<file path="config.mk">
export PLATFORM = sky130hd
export DESIGN_NAME = key_event_ctrl
export DESIGN_NICKNAME = d
export VERILOG_FILES = /design/src/rtl/key_evt_pkg.sv /design/src/rtl/key_evt_fsm.sv /design/src/rtl/key_event_ctrl.sv
export SDC_FILE = /design/constraint.sdc
export NUM_CORES = 1
export LEC_CHECK = 0
export ABC_AREA = 1
export CAP_MARGIN = 10
export CORE_AREA = 4 4 142 158
export DETAILED_ROUTE_END_ITERATION = 7
export DIE_AREA = 0 0 146 162
export SYNTH_ARGS = -nofsm -noshare
export SYNTH_HDL_FRONTEND = slang
export SYNTH_HIERARCHICAL = 1
export SYNTH_SLANG_ARGS = --single-unit
</file>
<file path="constraint.sdc">
create_clock -name sys_clk -period 2.9 [get_ports sys_clk]
set_clock_uncertainty 0.2 [all_clocks]
set_input_delay 0.58 -clock sys_clk [delete_from_list [all_inputs] [get_ports sys_clk]]
set_output_delay 0.58 -clock sys_clk [all_outputs]
set_load 0.02 [all_outputs]
</file>
<file path="src/rtl/key_evt_pkg.sv">
`default_nettype none
// ============================================================================
// Module   : key_evt_pkg
// Brief    : Shared event codes, gesture FSM encodings and ms-counter type
//            for the key event controller.
// Revision : 1.0 - initial release
// ============================================================================
package key_evt_pkg;

    localparam int CNT_W = 16;

    typedef logic [CNT_W-1:0] ms_cnt_t;
    typedef logic [2:0]       evt_code_t;

    localparam evt_code_t EVT_NONE   = 3'd0;
    localparam evt_code_t EVT_SHORT  = 3'd1;
    localparam evt_code_t EVT_DOUBLE = 3'd2;
    localparam evt_code_t EVT_LONG   = 3'd3;
    localparam evt_code_t EVT_REPEAT = 3'd4;

    localparam logic [2:0] ST_IDLE  = 3'd0;
    localparam logic [2:0] ST_DOWN1 = 3'd1;
    localparam logic [2:0] ST_HOLD  = 3'd2;
    localparam logic [2:0] ST_GAP   = 3'd3;
    localparam logic [2:0] ST_DOWN2 = 3'd4;

    // Saturating increment so a key parked in one state never wraps back to a match.
    function automatic ms_cnt_t ms_cnt_next(input ms_cnt_t cnt, input logic tick);
        return (tick && (cnt != '1)) ? cnt + ms_cnt_t'(1) : cnt;
    endfunction

endpackage
`default_nettype wire

</file>
<file path="src/rtl/key_evt_fsm.sv">
`default_nettype none
// ============================================================================
// Module   : key_evt_fsm
// Brief    : Per-key edge detect, ms counter, gesture FSM and 1-entry event slot.
// Revision : 1.0 - initial release
// ============================================================================
module key_evt_fsm
    import key_evt_pkg::*;
#(
    parameter int LONG_MS   = 1000,
    parameter int DBL_MS    = 250,
    parameter int REPEAT_MS = 200
) (
    input  logic       sys_clk,
    input  logic       rst_in,
    input  logic       ms_tick_i,
    input  logic       key_i,
    input  logic       clear_i,
    output logic       pending_o,
    output logic [2:0] code_o,
    output logic       drop_o
);

    logic       key_prev_q;
    logic [2:0] state_q, state_d;
    ms_cnt_t    cnt_q, cnt_d;
    logic       pend_q, pend_d;
    evt_code_t  code_q, code_d;

    logic       rise, fall;
    logic       emit, restart;
    evt_code_t  emit_code;

    assign rise = key_i & ~key_prev_q;
    assign fall = ~key_i & key_prev_q;

    // Release takes priority over a same-cycle timer match in DOWN1 and HOLD.
    always_comb begin
        state_d   = state_q;
        emit      = 1'b0;
        emit_code = EVT_NONE;
        restart   = 1'b0;
        case (state_q)
            ST_IDLE: begin
                if (rise) state_d = ST_DOWN1;
            end
            ST_DOWN1: begin
                if (fall) begin
                    state_d = ST_GAP;
                end else if (cnt_q == ms_cnt_t'(LONG_MS)) begin
                    emit      = 1'b1;
                    emit_code = EVT_LONG;
                    state_d   = ST_HOLD;
                end
            end
            ST_HOLD: begin
                if (fall) begin
                    state_d = ST_IDLE;
                end else if (cnt_q == ms_cnt_t'(REPEAT_MS)) begin
                    emit      = 1'b1;
                    emit_code = EVT_REPEAT;
                    restart   = 1'b1;
                end
            end
            ST_GAP: begin
                if (rise) begin
                    state_d = ST_DOWN2;
                end else if (cnt_q == ms_cnt_t'(DBL_MS)) begin
                    emit      = 1'b1;
                    emit_code = EVT_SHORT;
                    state_d   = ST_IDLE;
                end
            end
            ST_DOWN2: begin
                if (fall) begin
                    emit      = 1'b1;
                    emit_code = EVT_DOUBLE;
                    state_d   = ST_IDLE;
                end
            end
            default: state_d = ST_IDLE;
        endcase
    end

    always_comb begin
        if ((state_d != state_q) || restart) begin
            cnt_d = '0;
        end else begin
            cnt_d = ms_cnt_next(cnt_q, ms_tick_i);
        end
    end

    // A slot still holding an event (even one being drained this cycle) rejects new ones.
    always_comb begin
        pend_d = pend_q;
        code_d = code_q;
        if (clear_i) pend_d = 1'b0;
        if (emit && !pend_q) begin
            pend_d = 1'b1;
            code_d = emit_code;
        end
    end

    assign drop_o    = emit & pend_q;
    assign pending_o = pend_q;
    assign code_o    = code_q;

    always_ff @(posedge sys_clk or negedge rst_in) begin
        if (!rst_in) begin
            key_prev_q <= 1'b0;
            state_q    <= ST_IDLE;
            cnt_q      <= '0;
            pend_q     <= 1'b0;
            code_q     <= EVT_NONE;
        end else begin
            key_prev_q <= key_i;
            state_q    <= state_d;
            cnt_q      <= cnt_d;
            pend_q     <= pend_d;
            code_q     <= code_d;
        end
    end

endmodule
`default_nettype wire

</file>
<file path="src/rtl/key_event_ctrl.sv">
`default_nettype none
// ============================================================================
// Module   : key_event_ctrl
// Brief    : Gesture classifier for NUM_KEYS keys with round-robin merge into
//            a valid/ready event FIFO.
// Revision : 1.0 - initial release
// ============================================================================
module key_event_ctrl
    import key_evt_pkg::*;
#(
    parameter int NUM_KEYS   = 4,
    parameter int CLK_PER_MS = 27000,
    parameter int LONG_MS    = 1000,
    parameter int DBL_MS     = 250,
    parameter int REPEAT_MS  = 200,
    parameter int FIFO_DEPTH = 4
) (
    input  logic                        sys_clk,
    input  logic                        rst_in,
    input  logic [NUM_KEYS-1:0]         key_state,
    output logic                        evt_valid,
    input  logic                        evt_ready,
    output logic [2:0]                  evt_code,
    output logic [$clog2(NUM_KEYS)-1:0] evt_key,
    output logic                        evt_overflow
);

    localparam int KW = $clog2(NUM_KEYS);
    localparam int PW = (CLK_PER_MS > 1) ? $clog2(CLK_PER_MS) : 1;
    localparam int AW = (FIFO_DEPTH > 1) ? $clog2(FIFO_DEPTH) : 1;

    logic [PW-1:0] presc_q, presc_d;
    logic          ms_tick;

    assign ms_tick = (presc_q == PW'(CLK_PER_MS - 1));
    assign presc_d = ms_tick ? '0 : presc_q + PW'(1);

    logic [NUM_KEYS-1:0] slot_pend, slot_drop, slot_clr;
    evt_code_t           slot_code [NUM_KEYS];

    logic                push, pop;
    logic                grant_vld_q;
    logic [KW-1:0]       grant_key_q;
    evt_code_t           grant_code_q;

    generate
        for (genvar gi = 0; gi < NUM_KEYS; gi++) begin : g_key
            assign slot_clr[gi] = push & (grant_key_q == KW'(gi));

            key_evt_fsm #(
                .LONG_MS   (LONG_MS),
                .DBL_MS    (DBL_MS),
                .REPEAT_MS (REPEAT_MS)
            ) u_fsm (
                .sys_clk   (sys_clk),
                .rst_in    (rst_in),
                .ms_tick_i (ms_tick),
                .key_i     (key_state[gi]),
                .clear_i   (slot_clr[gi]),
                .pending_o (slot_pend[gi]),
                .code_o    (slot_code[gi]),
                .drop_o    (slot_drop[gi])
            );
        end
    endgenerate

    // One grant in flight at a time keeps full_q exact at selection time.
    logic          sel_vld;
    logic [KW-1:0] sel_idx;
    logic [KW-1:0] cand_idx;
    logic [KW-1:0] rr_q, rr_d;
    logic          full_q, full_d;

    always_comb begin
        sel_vld  = 1'b0;
        sel_idx  = '0;
        cand_idx = '0;
        if (!grant_vld_q && !full_q) begin
            for (int off = 0; off < NUM_KEYS; off++) begin
                cand_idx = KW'((int'(rr_q) + off) % NUM_KEYS);
                if (!sel_vld && slot_pend[cand_idx]) begin
                    sel_vld = 1'b1;
                    sel_idx = cand_idx;
                end
            end
        end
    end

    always_comb begin
        rr_d = rr_q;
        if (sel_vld) begin
            rr_d = (sel_idx == KW'(NUM_KEYS - 1)) ? '0 : sel_idx + KW'(1);
        end
    end

    logic [AW-1:0] wr_ptr_q, rd_ptr_q;
    logic [AW:0]   count_q, count_d;
    evt_code_t     code_mem [FIFO_DEPTH];
    logic [KW-1:0] key_mem  [FIFO_DEPTH];

    assign evt_valid = (count_q != '0);
    assign push      = grant_vld_q & ~full_q;
    assign pop       = evt_valid & evt_ready;
    assign evt_code  = evt_valid ? code_mem[rd_ptr_q] : EVT_NONE;
    assign evt_key   = evt_valid ? key_mem[rd_ptr_q]  : '0;

    always_comb begin
        case ({push, pop})
            2'b10:   count_d = count_q + (AW+1)'(1);
            2'b01:   count_d = count_q - (AW+1)'(1);
            default: count_d = count_q;
        endcase
        full_d = (count_d == (AW+1)'(FIFO_DEPTH));
    end

    always_ff @(posedge sys_clk) begin
        if (push) begin
            code_mem[wr_ptr_q] <= grant_code_q;
            key_mem[wr_ptr_q]  <= grant_key_q;
        end
    end

    always_ff @(posedge sys_clk or negedge rst_in) begin
        if (!rst_in) begin
            presc_q      <= '0;
            rr_q         <= '0;
            grant_vld_q  <= 1'b0;
            grant_key_q  <= '0;
            grant_code_q <= EVT_NONE;
            wr_ptr_q     <= '0;
            rd_ptr_q     <= '0;
            count_q      <= '0;
            full_q       <= 1'b0;
            evt_overflow <= 1'b0;
        end else begin
            presc_q      <= presc_d;
            rr_q         <= rr_d;
            grant_vld_q  <= sel_vld;
            if (sel_vld) begin
                grant_key_q  <= sel_idx;
                grant_code_q <= slot_code[sel_idx];
            end
            if (push) wr_ptr_q <= wr_ptr_q + AW'(1);
            if (pop)  rd_ptr_q <= rd_ptr_q + AW'(1);
            count_q      <= count_d;
            full_q       <= full_d;
            evt_overflow <= |slot_drop;
        end
    end

endmodule
`default_nettype wire

</file>
==> metrics.md, run 1 <==
| Metric | Value |
|---|---|
| Finish-stage setup viols | `0` |
| Post-route ant nets | `0` |
| Residual DRC | `0` |
| Crit-path cells | `inv_1 -> nor2_1 -> o21ai_0 -> a21oi_1 -> clkdlybuf4s50_1` |
| Largest net degree at the start of global routing | `55` |
| Cts bufs inserted | `17` |
| Crit end category | `primary output` |
| Dpl ws | `212 ps` |
| Yosys top cell by area | `dfrtp_1` |
| WP data arrival | `1980 ps` |
| Port Buf Inserts | `13` |
| Routed length per instance | `between 10 and 15 um` |
| Final period util | `0.953` |
| Clk sinks | `roughly 150` |
| Vias in the first global route | `about 7000` |
| Slew margin rel. | `0.663` |
| Clock Path Buffers | `2` |
| Final worst setup slack | `137 ps` |
| Unique masters post-synth | `45` |
| Initial antenna violation count | `0` |
| Via density | `a little under 5` |
| RSZ-0062 raised after global routing | `false` |
| Die Ht | `162 um` |
| # Max-Cap Violations | `0` |
| Iteration-0 DRC Markers | `334` |
| Pwr Density | `757 nW/um2` |
| Final Max Slew Viols | `0` |
| Synth Flop Type | `dfrtp_1` |
| Top-count cell post-synth | `nand2_1` |
| Crit path launch type | `register` |
| Post-Syn Area | `9020 um2` |
| Synth warn | `6` |
| Clock-pin slew on the worst setup and hold paths | `60 ps` |
| Post-Syn Area per Cell | `7.76 um2` |
| Syn nets | `1189` |
| DIE WIDTH | `146 um` |
| Final Hold Fails | `0` |
| CP max-delay cell | `clkdlybuf4s50_1` |
| Commonest cells in the synthesized netlist | `nand2_1 (259), nor2_1 (155), dfrtp_1 (128)` |
| Post-Syn Instances | `1162` |
| FFs w/ async S/R, synth | `0.865` |
| Rows | `56` |
| Proportion of layout cells with a drive suffix above 1 | `0.171` |
| HP Start | `g_key[3].u_fsm/code_o[1]` |
| Leakage | `4.54 nW` |
| Ranking of synthesized cells by area | `dfrtp_1 (36%), nand2_1 (11%), edfxtp_1 (6.7%), nor2_1 (6.5%), nand3_1 (5.7%)` |
| Crit-path max FO | `7` |
| Storage cell area | `3810 um2` |
| Peak Freq | `362 MHz` |
| Final-stage net count | `between 1000 and 1500` |
| Status | `finished, final reports clean` |
| Top cell type's share of synthesized area | `0.355` |
| Total global-route track usage | `0.156` |
| Ant. Diodes | `0` |
| GRT overflow | `0` |
| Starting Density | `0.430` |
| Max H-tree Level | `4` |
| Core area | `21000 um2` |
| Final non-filler cell total | `1467` |
| First-pass iteration count of the detailed router | `5` |
| Peak VDD IR | `around 0.43 mV` |
| Root buffer cell | `clkbuf_16` |
| Routed vias | `7197` |
| #FFs+latches synth | `148` |
| Tmin final | `2760 ps` |
| Drt total wl | `17.7 mm` |
| Hold Crit Class | `reg2reg` |
| Boundary pin count | `14` |
| Area grow syn2layout | `11.9%` |
| R2R Path Start | `presc_q[0]` |
| Multi-input logic area | `4540 um2` |
| Hold WS | `between 200 and 300 ps` |
| Slew at the pin closest to its max-slew limit | `506 ps` |
| Final GP Congestion | `0.875` |
| Die area | `about 24000 um2` |
| DP Cell Count | `1434` |
| Crit path from | `rd_ptr_q[1]` |
| Worst-Skew Late Latency | `410 ps` |
| Max incr delay on CP | `620 ps` |
| DP Wirelength | `~13 mm` |
| Global-route wire length before repair | `between 30 and 40 mm` |
| Post-synth EDFFs | `20` |
| CTS tree | `done` |
| Crit Path Class | `reg2out` |
| FILL cells | `between 2000 and 2500` |
| CP required | `approximately 2100 ps` |
| Sequential area share after synthesis | `0.422` |
| Setup Total Neg Slack | `0 ps` |
-- final timing paths --
path / to / slack, ps / depth (start not counted)
setup / recovery: evt_code[0] / 140 / 5
max in group asynchronous: rd_ptr_q[1] / 1290 / 3
min in group asynchronous: g_key[1].u_fsm/cnt_q[10] / 470 / 2
hold / removal: g_key[3].u_fsm/code_o[1] / 270 / 2
hold reg to reg: g_key[3].u_fsm/code_o[1] / 270 / 2
setup reg to reg: g_key[3].u_fsm/cnt_q[12] / 410 / 10
-- through the flow --
step / power, mW / utilization / area (um2)
after CTS: 7.75 / 0.481 / 10100
after floorplan: 4.88 / - / 9020
after global routing: 8.18 / 0.482 / 10100
final: 7.63 / 0.482 / 10100
after global placement: 5.53 / 0.453 / 9490
after detailed placement: 5.56 / 0.453 / 9490
-- critical path, delay by kind of cell (launching register included) --
kind,cells,cell delay (ps)
DFF,1,440
and+or+nand+nor,1,130
AOI/OAI and AO/OA,2,260
buffers and inverters,2,740
-- repair_timing --
action / in CTS / in global routing
setup endpoints to repair: 5 / 5
hold endpoints to repair: 49 / 0
resized for setup: 2 / 3
hold buffers: 1 / 0
setup buffers: 0 / 0
-- flip-flops by register name, indices dropped and copies added, names as in the netlist, 4 cells and up --
| register | cells |
|---|---|
| g_key.u_fsm/key_prev_q | 4 |
| g_key.u_fsm/pending_o | 4 |
| g_key.u_fsm/cnt_q | 64 |
| code_mem | 12 |
| key_mem | 8 |
| g_key.u_fsm/state_q | 12 |
| g_key.u_fsm/code_o | 12 |
| presc_q | 15 |
-- cell families (layout without fill, tap and decap cells) --
logic type / after synthesis / count (layout) / synth area share
AOI/OAI and AO/OA: 94 / 94 / 0.0676
adders and majority gates: 20 / 20 / 0.0286
and+or+nand+nor: 705 / 705 / 0.373
DFF: 148 / 148 / 0.422
buffers and inverters: 160 / 204 / 0.0751
xor gates and xnor gates: 35 / 35 / 0.0340
-- metal layers --
layer	wire, um	GRT usage	up-vias
met3	328	0.0246	20
met5	0	0	-
met2	8620	0.271	58
li1	-	-	3779
met4	248	0.0509	0
met1	8540	0.201	3340
-- power breakdown --
part / internal (mW) / switching [mW]
logic: 0.972 / 1.86
registers: 2.40 / 0.257
clock network: 1.23 / 0.915
total: 4.60 / 3.04
-- cell type report --
cell class | count | area share
well taps | 261 | 0.0324
flip-flops and latches | 148 | 0.377
multi-input cells | 854 | 0.450
inverters | 146 | 0.0548
repair buffers | 26 | 0.0284
clock buffers | 18 | 0.0435
clock inverters | 14 | 0.0140
-- cells in the final DEF, fill, tap and decap left out, drive strengths merged, types with 2 or more instances in the layout --
cell           instances
a21boi                 4
a21oi                 11
a31oi                  5
and2                   4
buf                   13
clkbuf                18
clkdlybuf4s50         10
clkinv                 4
clkinvlp               4
dfrtp                128
dlymetal6s2s           2
edfxtp                20
ha                    19
inv                  151
nand2                308
nand3                109
nand3b                 4
nand4                 30
nor2                 225
nor3                  20
nor3b                  2
o21a                   3
o21ai                 46
o21bai                17
o22ai                  3
o31ai                  4
xnor2                  6
xor2                  29
Power figures use the tool's default switching activity.
==> run 2: changes to the inputs <==
CELL_PAD_IN_SITES_DETAIL_PLACEMENT = 1   (was default)
CELL_PAD_IN_SITES_GLOBAL_PLACEMENT = 2   (was default)
CORE_AREA = 4 4 152 169   (was 4 4 142 158)
DIE_AREA = 0 0 156 173   (was 0 0 146 162)
PLACE_DENSITY_LB_ADDON = 0.1   (was default)
SETUP_SLACK_MARGIN = 0.05   (was default)
==> run 2 against run 1 <==
Effect of this change:
- count of clock-buffer cells in the layout decreased by 1
- highest routed layer unchanged
- sequential share of layout area decreased by 0.67 points
- total power increased by 5.4%
- critical path type unchanged
- hold slack improved by 4.5 ps
- critical path depth decreased by 2
- largest power group unchanged
- register-to-register slack about the same
- first-iteration DRC count decreased by 38%
- combinational power increased by 4%
- flip-flop and latch count unchanged
==> metrics.md, run 2 (same netlist as run 1, synthesis figures left out) <==
| Metric | Value |
|---|---|
| Cts bufs inserted | `17 (unchanged)` |
| Max reg flops | `64 (unchanged)` |
| Core area | `24100 um2 (+15%)` |
| Status | `finished, final reports clean` |
| CP required | `2120 ps (about the same)` |
| Post-CTS Setup Inserts | `0 (unchanged)` |
| GRT overflow | `0 (unchanged)` |
| Initial antenna violation count | `0 (unchanged)` |
| Dpl ws | `94.3 ps (-118 ps)` |
| Starting Density | `0.374 (-0.0562)` |
| RSZ-0062 raised after global routing | `false` |
| Clock-pin slew on the worst setup and hold paths | `60 ps (about the same)` |
| First-pass iteration count of the detailed router | `4 (-1)` |
| HP Start | `g_key[2].u_fsm/code_o[1]` |
| Vias in the first global route | `7831 (+12%)` |
| Crit Path Class | `reg2out` |
| Crit path from | `count_q[1]` |
| Via density | `4.84 (-1.4%)` |
| Hold Crit Class | `reg2reg` |
| Crit-path cells | `nor3_1 -> inv_1 -> clkdlybuf4s50_1` |
| Final Instance Area | `10300 um2 (+1.8%)` |
| Final non-filler cell total | `1520 (+3.6%)` |
| CTS tree | `done` |
| Setup Total Neg Slack | `0 ps (unchanged)` |
| Crit path launch type | `register` |
| Most flop-heavy register | `g_key.u_fsm/cnt_q` |
| Routed vias | `7353 (+2.2%)` |
| CP max-delay cell | `clkdlybuf4s50_1` |
| Global-route wire length before repair | `38.5 mm (+23%)` |
| Pwr Density | `784 nW/um2 (+3.6%)` |
| Final Max Slew Viols | `0 (unchanged)` |
| Final worst setup slack | `406 ps (+269 ps)` |
| Clk sinks | `148 (unchanged)` |
| DP Wirelength | `16.2 mm (+23%)` |
| Max incr delay on CP | `540 ps (-80 ps)` |
| DP Area | `9610 um2 (+1.2%)` |
| Final Util | `0.426 (-0.0554)` |
| DP Cell Count | `1487 (+3.7%)` |
| Slew margin rel. | `0.640 (-0.0224)` |
| Final-stage net count | `1224 (+0.33%)` |
| Clock Path Buffers | `2 (unchanged)` |
| CP top delay family | `buffers and inverters` |
| Drt total wl | `21.7 mm (+22%)` |
| # Max-Cap Violations | `0 (unchanged)` |
| Routed length per instance | `14.3 um (+18%)` |
| Boundary pin count | `14 (unchanged)` |
| Critical path buffer and inverter count | `2 (unchanged)` |
| Leading registers by flop count | `g_key.u_fsm/cnt_q: 64 flops, presc_q: 15 flops` |
| Root buffer cell | `clkbuf_16` |
| Finish-stage setup viols | `0 (unchanged)` |
| Rows | `60 (+7.1%)` |
| Max H-tree Level | `4 (unchanged)` |
| Final Hold Fails | `0 (unchanged)` |
| Most frequent cells in the layout | `nand2_1 (259), nor2_1 (155), dfrtp_1 (126)` |
| R2R Path Start | `presc_q[0]` |
| Die area | `27000 um2 (+14%)` |
| WP data arrival | `1710 ps (-270 ps)` |
| Residual DRC | `0 (unchanged)` |
| Die Ht | `173 um (+6.8%)` |
| Commonest non-fill, non-tap cell in the layout | `nand2_1` |
| Total global-route track usage | `0.170 (+0.0142)` |
| Crit-path max FO | `3 (-4)` |
| Tmin final | `2490 ps (-269 ps)` |
| Area grow syn2layout | `13.9%` |
| Final period util | `0.860 (-0.0927)` |
| Post-route ant nets | `0 (unchanged)` |
| Peak VDD IR | `0.410 mV (-5.7%)` |
| Proportion of layout cells with a drive suffix above 1 | `0.174 (+0.00274)` |
| Largest net degree at the start of global routing | `50 (-9.1%)` |
| Port Buf Inserts | `13 (unchanged)` |
| DIE WIDTH | `156 um (+6.8%)` |
| Leakage | `4.64 nW (+2.2%)` |
| Final GP Congestion | `0.787 (-10%)` |
| Peak Freq | `401 MHz (+11%)` |
| Iteration-0 DRC Markers | `206 (-38%)` |
| Worst-Skew Late Latency | `420 ps (about the same)` |
| Slew at the pin closest to its max-slew limit | `537 ps (+31.7 ps)` |
| Crit end category | `primary output` |
| Ant. Diodes | `0 (unchanged)` |
-- run 2: cell types whose count changed in the layout (fill, tap and decap cells not counted), sizes merged --
| cell | previous run | this run |
|---|---|---|
| clkbuf | 18 | 17 |
| dlymetal6s2s | 2 | 5 |
| buf | 13 | 17 |
| clkinvlp | 4 | 0 |
| clkinv | 4 | 5 |
| bufinv | 1 | 3 |
| inv | 151 | 153 |
| clkdlybuf4s50 | 10 | 7 |
-- run 2: area by class of cell --
type                    count  area [um2]
well taps                 310         388
clock inverters            15         213
flip-flops and latches    148        3810
clock buffers              17         425
repair buffers             30         349
inverters                 146         553
multi-input cells         854        4540
fillers                  2958       13800
-- run 2: final timing paths --
kind | to | slack, ps | depth (start not counted)
hold / removal | g_key[2].u_fsm/code_o[1] | 280 | 2
setup reg to reg | g_key[0].u_fsm/cnt_q[15] | 420 | 12
min in group asynchronous | rd_ptr_q[0] | 470 | 2
max in group asynchronous | g_key[2].u_fsm/cnt_q[10] | 1340 | 3
setup / recovery | evt_valid | 410 | 3
hold reg to reg | g_key[2].u_fsm/code_o[1] | 280 | 2
-- run 2: power by group --
group,switching [mW],leakage (nW),internal [mW],total [mW]
Sequential,0.281,1.91,2.40,2.68
Combinational,1.93,2.42,1.03,2.96
Clock,1.01,0.312,1.40,2.41
Total,3.23,4.64,4.82,8.05
-- run 2: per-layer routing --
layer / vias to the layer above / global-route usage / share of wire
met1: 3523 / 0.239 / 0.50
met3: 11 / 0.0260 / 0.015
met2: 32 / 0.280 / 0.48
met5: - / 0 / 0
li1: 3787 / - / -
met4: 0 / 0.0361 / 0.0089
-- run 2: repair_timing --
| action | in CTS | in global routing |
|---|---|---|
| hold buffers | 1 | 0 |
| gates resized for setup | 3 | 5 |
| hold endpoints to repair | 46 | 0 |
| gates cloned | 0 | 0 |
| setup endpoints to repair | 5 | 5 |
-- run 2: tightest hold or removal path: stages (launching register included) --
cell     delay, ps
dfrtp_1        350
nand2_1         50
nand2_1         50
-- run 2: per-stage QoR --
stage	power (mW)	hold WS, ps
6_report	8.05	277
5_1_grt	8.67	312
4_1_cts	8.20	287
3_5_place_dp	5.73	266
3_3_place_gp	5.69	260
2_1_floorplan	4.88	84.4
==> run 3: changes to the inputs <==
CELL_PAD_IN_SITES_DETAIL_PLACEMENT = default   (was 1)
CELL_PAD_IN_SITES_GLOBAL_PLACEMENT = default   (was 2)
CORE_AREA = 4 4 122 183   (was 4 4 152 169)
DIE_AREA = 0 0 126 187   (was 0 0 156 173)
PLACE_DENSITY_LB_ADDON = default   (was 0.1)
==> run 3 against run 2 <==
Effect of this change:
- clock power is 8% lower
- via count decreased by 1.7%
- wire length down 16%
- utilization up 6.2 points
- hold slack barely moved
- final area decreased by 1.1%
- flip-flop and latch count stayed put
- critical path depth rose by 1
- total power fell by 3.8%
- largest power group unchanged
- register-to-register slack got worse by 40 ps
- non-clock buffer count shrank 2
==> metrics.md, run 3 (same netlist as run 1, synthesis figures left out) <==
| Metric | Value |
|---|---|
| Crit end category | `primary output` |
| Global-route wire length before repair | `32.8 mm (-15%)` |
| Initial antenna violation count | `0 (unchanged)` |
| Max H-tree Level | `4 (unchanged)` |
| Via density | `4.90 (+1.2%)` |
| DP Wirelength | `13.8 mm (-15%)` |
| FILL cells | `2091 (-29%)` |
| Area grow syn2layout | `12.6%` |
| Starting Density | `0.433 (+0.0589)` |
| Die Ht | `187 um (+8.1%)` |
| Proportion of layout cells with a drive suffix above 1 | `0.169 (-0.00468)` |
| Root buffer cell | `clkbuf_16` |
| WHS Path Cells | `2 (unchanged)` |
| Setup Total Neg Slack | `0 ps (unchanged)` |
| # Max-Cap Violations | `0 (unchanged)` |
| Total global-route track usage | `0.166 (-0.00458)` |
| Final non-filler cell total | `1476 (-2.9%)` |
| Final Max Slew Viols | `0 (unchanged)` |
| Routed length per instance | `12.4 um (-13%)` |
| Leading registers by flop count | `g_key.u_fsm/cnt_q: 64 flops, presc_q: 15 flops` |
| Hold Path Sink | `g_key[2].u_fsm/code_o[2]` |
| Slew at the pin closest to its max-slew limit | `506 ps (-31.2 ps)` |
| Hold Crit Class | `reg2reg` |
| Final-stage net count | `1222 (-0.16%)` |
| Post-CTS Setup Inserts | `0 (unchanged)` |
| Crit path launch type | `register` |
| Reg2reg path depth | `10 (-2)` |
| Commonest non-fill, non-tap cell in the layout | `nand2_1` |
| Leakage | `4.60 nW (-0.93%)` |
| Pwr Density | `762 nW/um2 (-2.7%)` |
| Clock-pin slew on the worst setup and hold paths | `60 ps (about the same)` |
| DIE WIDTH | `126 um (-19%)` |
| Crit Path Class | `reg2out` |
| DP Cell Count | `1443 (-3.0%)` |
| Finish-stage setup viols | `0 (unchanged)` |
| Most frequent cells in the layout | `nand2_1 (259), nor2_1 (155), dfrtp_1 (126)` |
| Largest net degree at the start of global routing | `46 (-8.0%)` |
| Die area | `23600 um2 (-13%)` |
| DP Area | `9540 um2 (-0.70%)` |
| Port Buf Inserts | `13 (unchanged)` |
| R2R Path Start | `presc_q[0]` |
| Final period util | `0.876 (+0.0161)` |
| Worst-Skew Late Latency | `430 ps (about the same)` |
| Cts bufs inserted | `17 (unchanged)` |
| Rows | `65 (+8.3%)` |
| Slew margin rel. | `0.661 (+0.0209)` |
| Crit-path cells | `nor3_1 -> buf_4 -> inv_1 -> clkdlybuf4s50_1` |
| Max incr delay on CP | `530 ps (about the same)` |
| Clk sinks | `148 (unchanged)` |
| Final GP Congestion | `0.872 (+11%)` |
| HP Start | `g_key[2].u_fsm/code_o[2]` |
| Max reg flops | `64 (unchanged)` |
| Ant. Diodes | `0 (unchanged)` |
| WP data arrival | `1760 ps (+50 ps)` |
| Residual DRC | `0 (unchanged)` |
| Vias in the first global route | `7299 (-6.8%)` |
| Flop-to-flop setup slack | `380 ps (-40 ps)` |
| Routed vias | `7229 (-1.7%)` |
| CP max-delay cell | `clkdlybuf4s50_1` |
| Iteration-0 DRC Markers | `360 (+75%)` |
| CP required | `2120 ps (about the same)` |
| Status | `finished, final reports clean` |
| Clock Path Buffers | `2 (unchanged)` |
| Final Instance Area | `10200 um2 (-1.1%)` |
| Boundary pin count | `14 (unchanged)` |
| GRT overflow | `0 (unchanged)` |
| Post-route ant nets | `0 (unchanged)` |
| Crit-path max FO | `6 (+3)` |
| Critical path buffer and inverter count | `3 (+1)` |
| Final Hold Fails | `0 (unchanged)` |
| Peak VDD IR | `0.427 mV (+4.0%)` |
| Drt total wl | `18.2 mm (-16%)` |
| Reg2reg end | `g_key[2].u_fsm/cnt_q[12]` |
| CP top delay family | `buffers and inverters` |
| Most flop-heavy register | `g_key.u_fsm/cnt_q` |
| Peak Freq | `394 MHz (-1.8%)` |
| RSZ-0062 raised after global routing | `false` |
| Core area | `20800 um2 (-14%)` |
| CTS tree | `done` |
| Tmin final | `2540 ps (+46.8 ps)` |
| First-pass iteration count of the detailed router | `5 (+1)` |
run 3: changes by cell type in the layout (fill, tap and decap cells not counted), sizes merged:
cell      change
buf           -2
clkbuf        +1
clkinv        +3
clkinvlp      +3
inv           -7
run 3: cell type report:
cell class	count	area, um2	area share
Inverter	146	553	0.0545
Sequential cell	148	3810	0.375
Tap cell	268	335	0.0330
Clock buffer	18	429	0.0423
Timing Repair Buffer	28	334	0.0329
Clock inverter	14	160	0.0158
Multi-Input combinational cell	854	4540	0.447
run 3: stage by stage:
step           setup slack [ps]  power (mW)  hold WS [ps]  utilization
2_1_floorplan               496        4.88          84.4            -
3_3_place_gp                235        5.57           260        0.458
3_5_place_dp                213        5.60           264        0.458
4_1_cts                    94.4        7.87           279        0.487
5_1_grt                    87.6        8.33           297        0.488
6_report                    359        7.74           277        0.488
run 3: worst max-delay path by stage:
stage	startpoint	endpoint	slack [ps]	depth (start not counted)
after floorplan	count_q[1]	full_q	500	9
after global placement	evt_ready	full_q	240	10
after detailed placement	key_state[2]	evt_overflow	210	8
after CTS	rd_ptr_q[0]	evt_code[0]	90	4
after global routing	presc_q[0]	g_key[1].u_fsm/cnt_q[12]	90	10
final	count_q[1]	evt_valid	360	4
run 3: worst register-to-register path, stage by stage (launching register included):
cell,delay (ps)
dfrtp_1,420
ha_1,250
nand2_1,90
nor3_1,140
nand4_1,230
inv_2,170
buf_12,160
a21boi_4,300
nand3_1,150
o21ai_0,230
nor2_2,60
run 3: what timing repair did:
| item | CTS | global route |
|---|---|---|
| hold endpoints to repair | 43 | 0 |
| setup endpoints to repair | 5 | 5 |
| resized for setup | 3 | 5 |
| pin swaps | 0 | 0 |
| hold buffers | 1 | 0 |
run 3: per-layer routing:
| metal | GRT usage | part of all wire | vias to the layer above |
|---|---|---|---|
| met3 | 0.0294 | 0.019 | 26 |
| li1 | - | - | 3784 |
| met5 | 0 | 0 | - |
| met2 | 0.302 | 0.54 | 80 |
| met4 | 0.0648 | 0.021 | 0 |
| met1 | 0.191 | 0.42 | 3339 |
run 3: power breakdown:
| group | total (mW) | switching (mW) | internal [mW] |
|---|---|---|---|
| Sequential | 2.66 | 0.262 | 2.40 |
| Combinational | 2.86 | 1.87 | 0.983 |
| Clock | 2.22 | 0.880 | 1.34 |
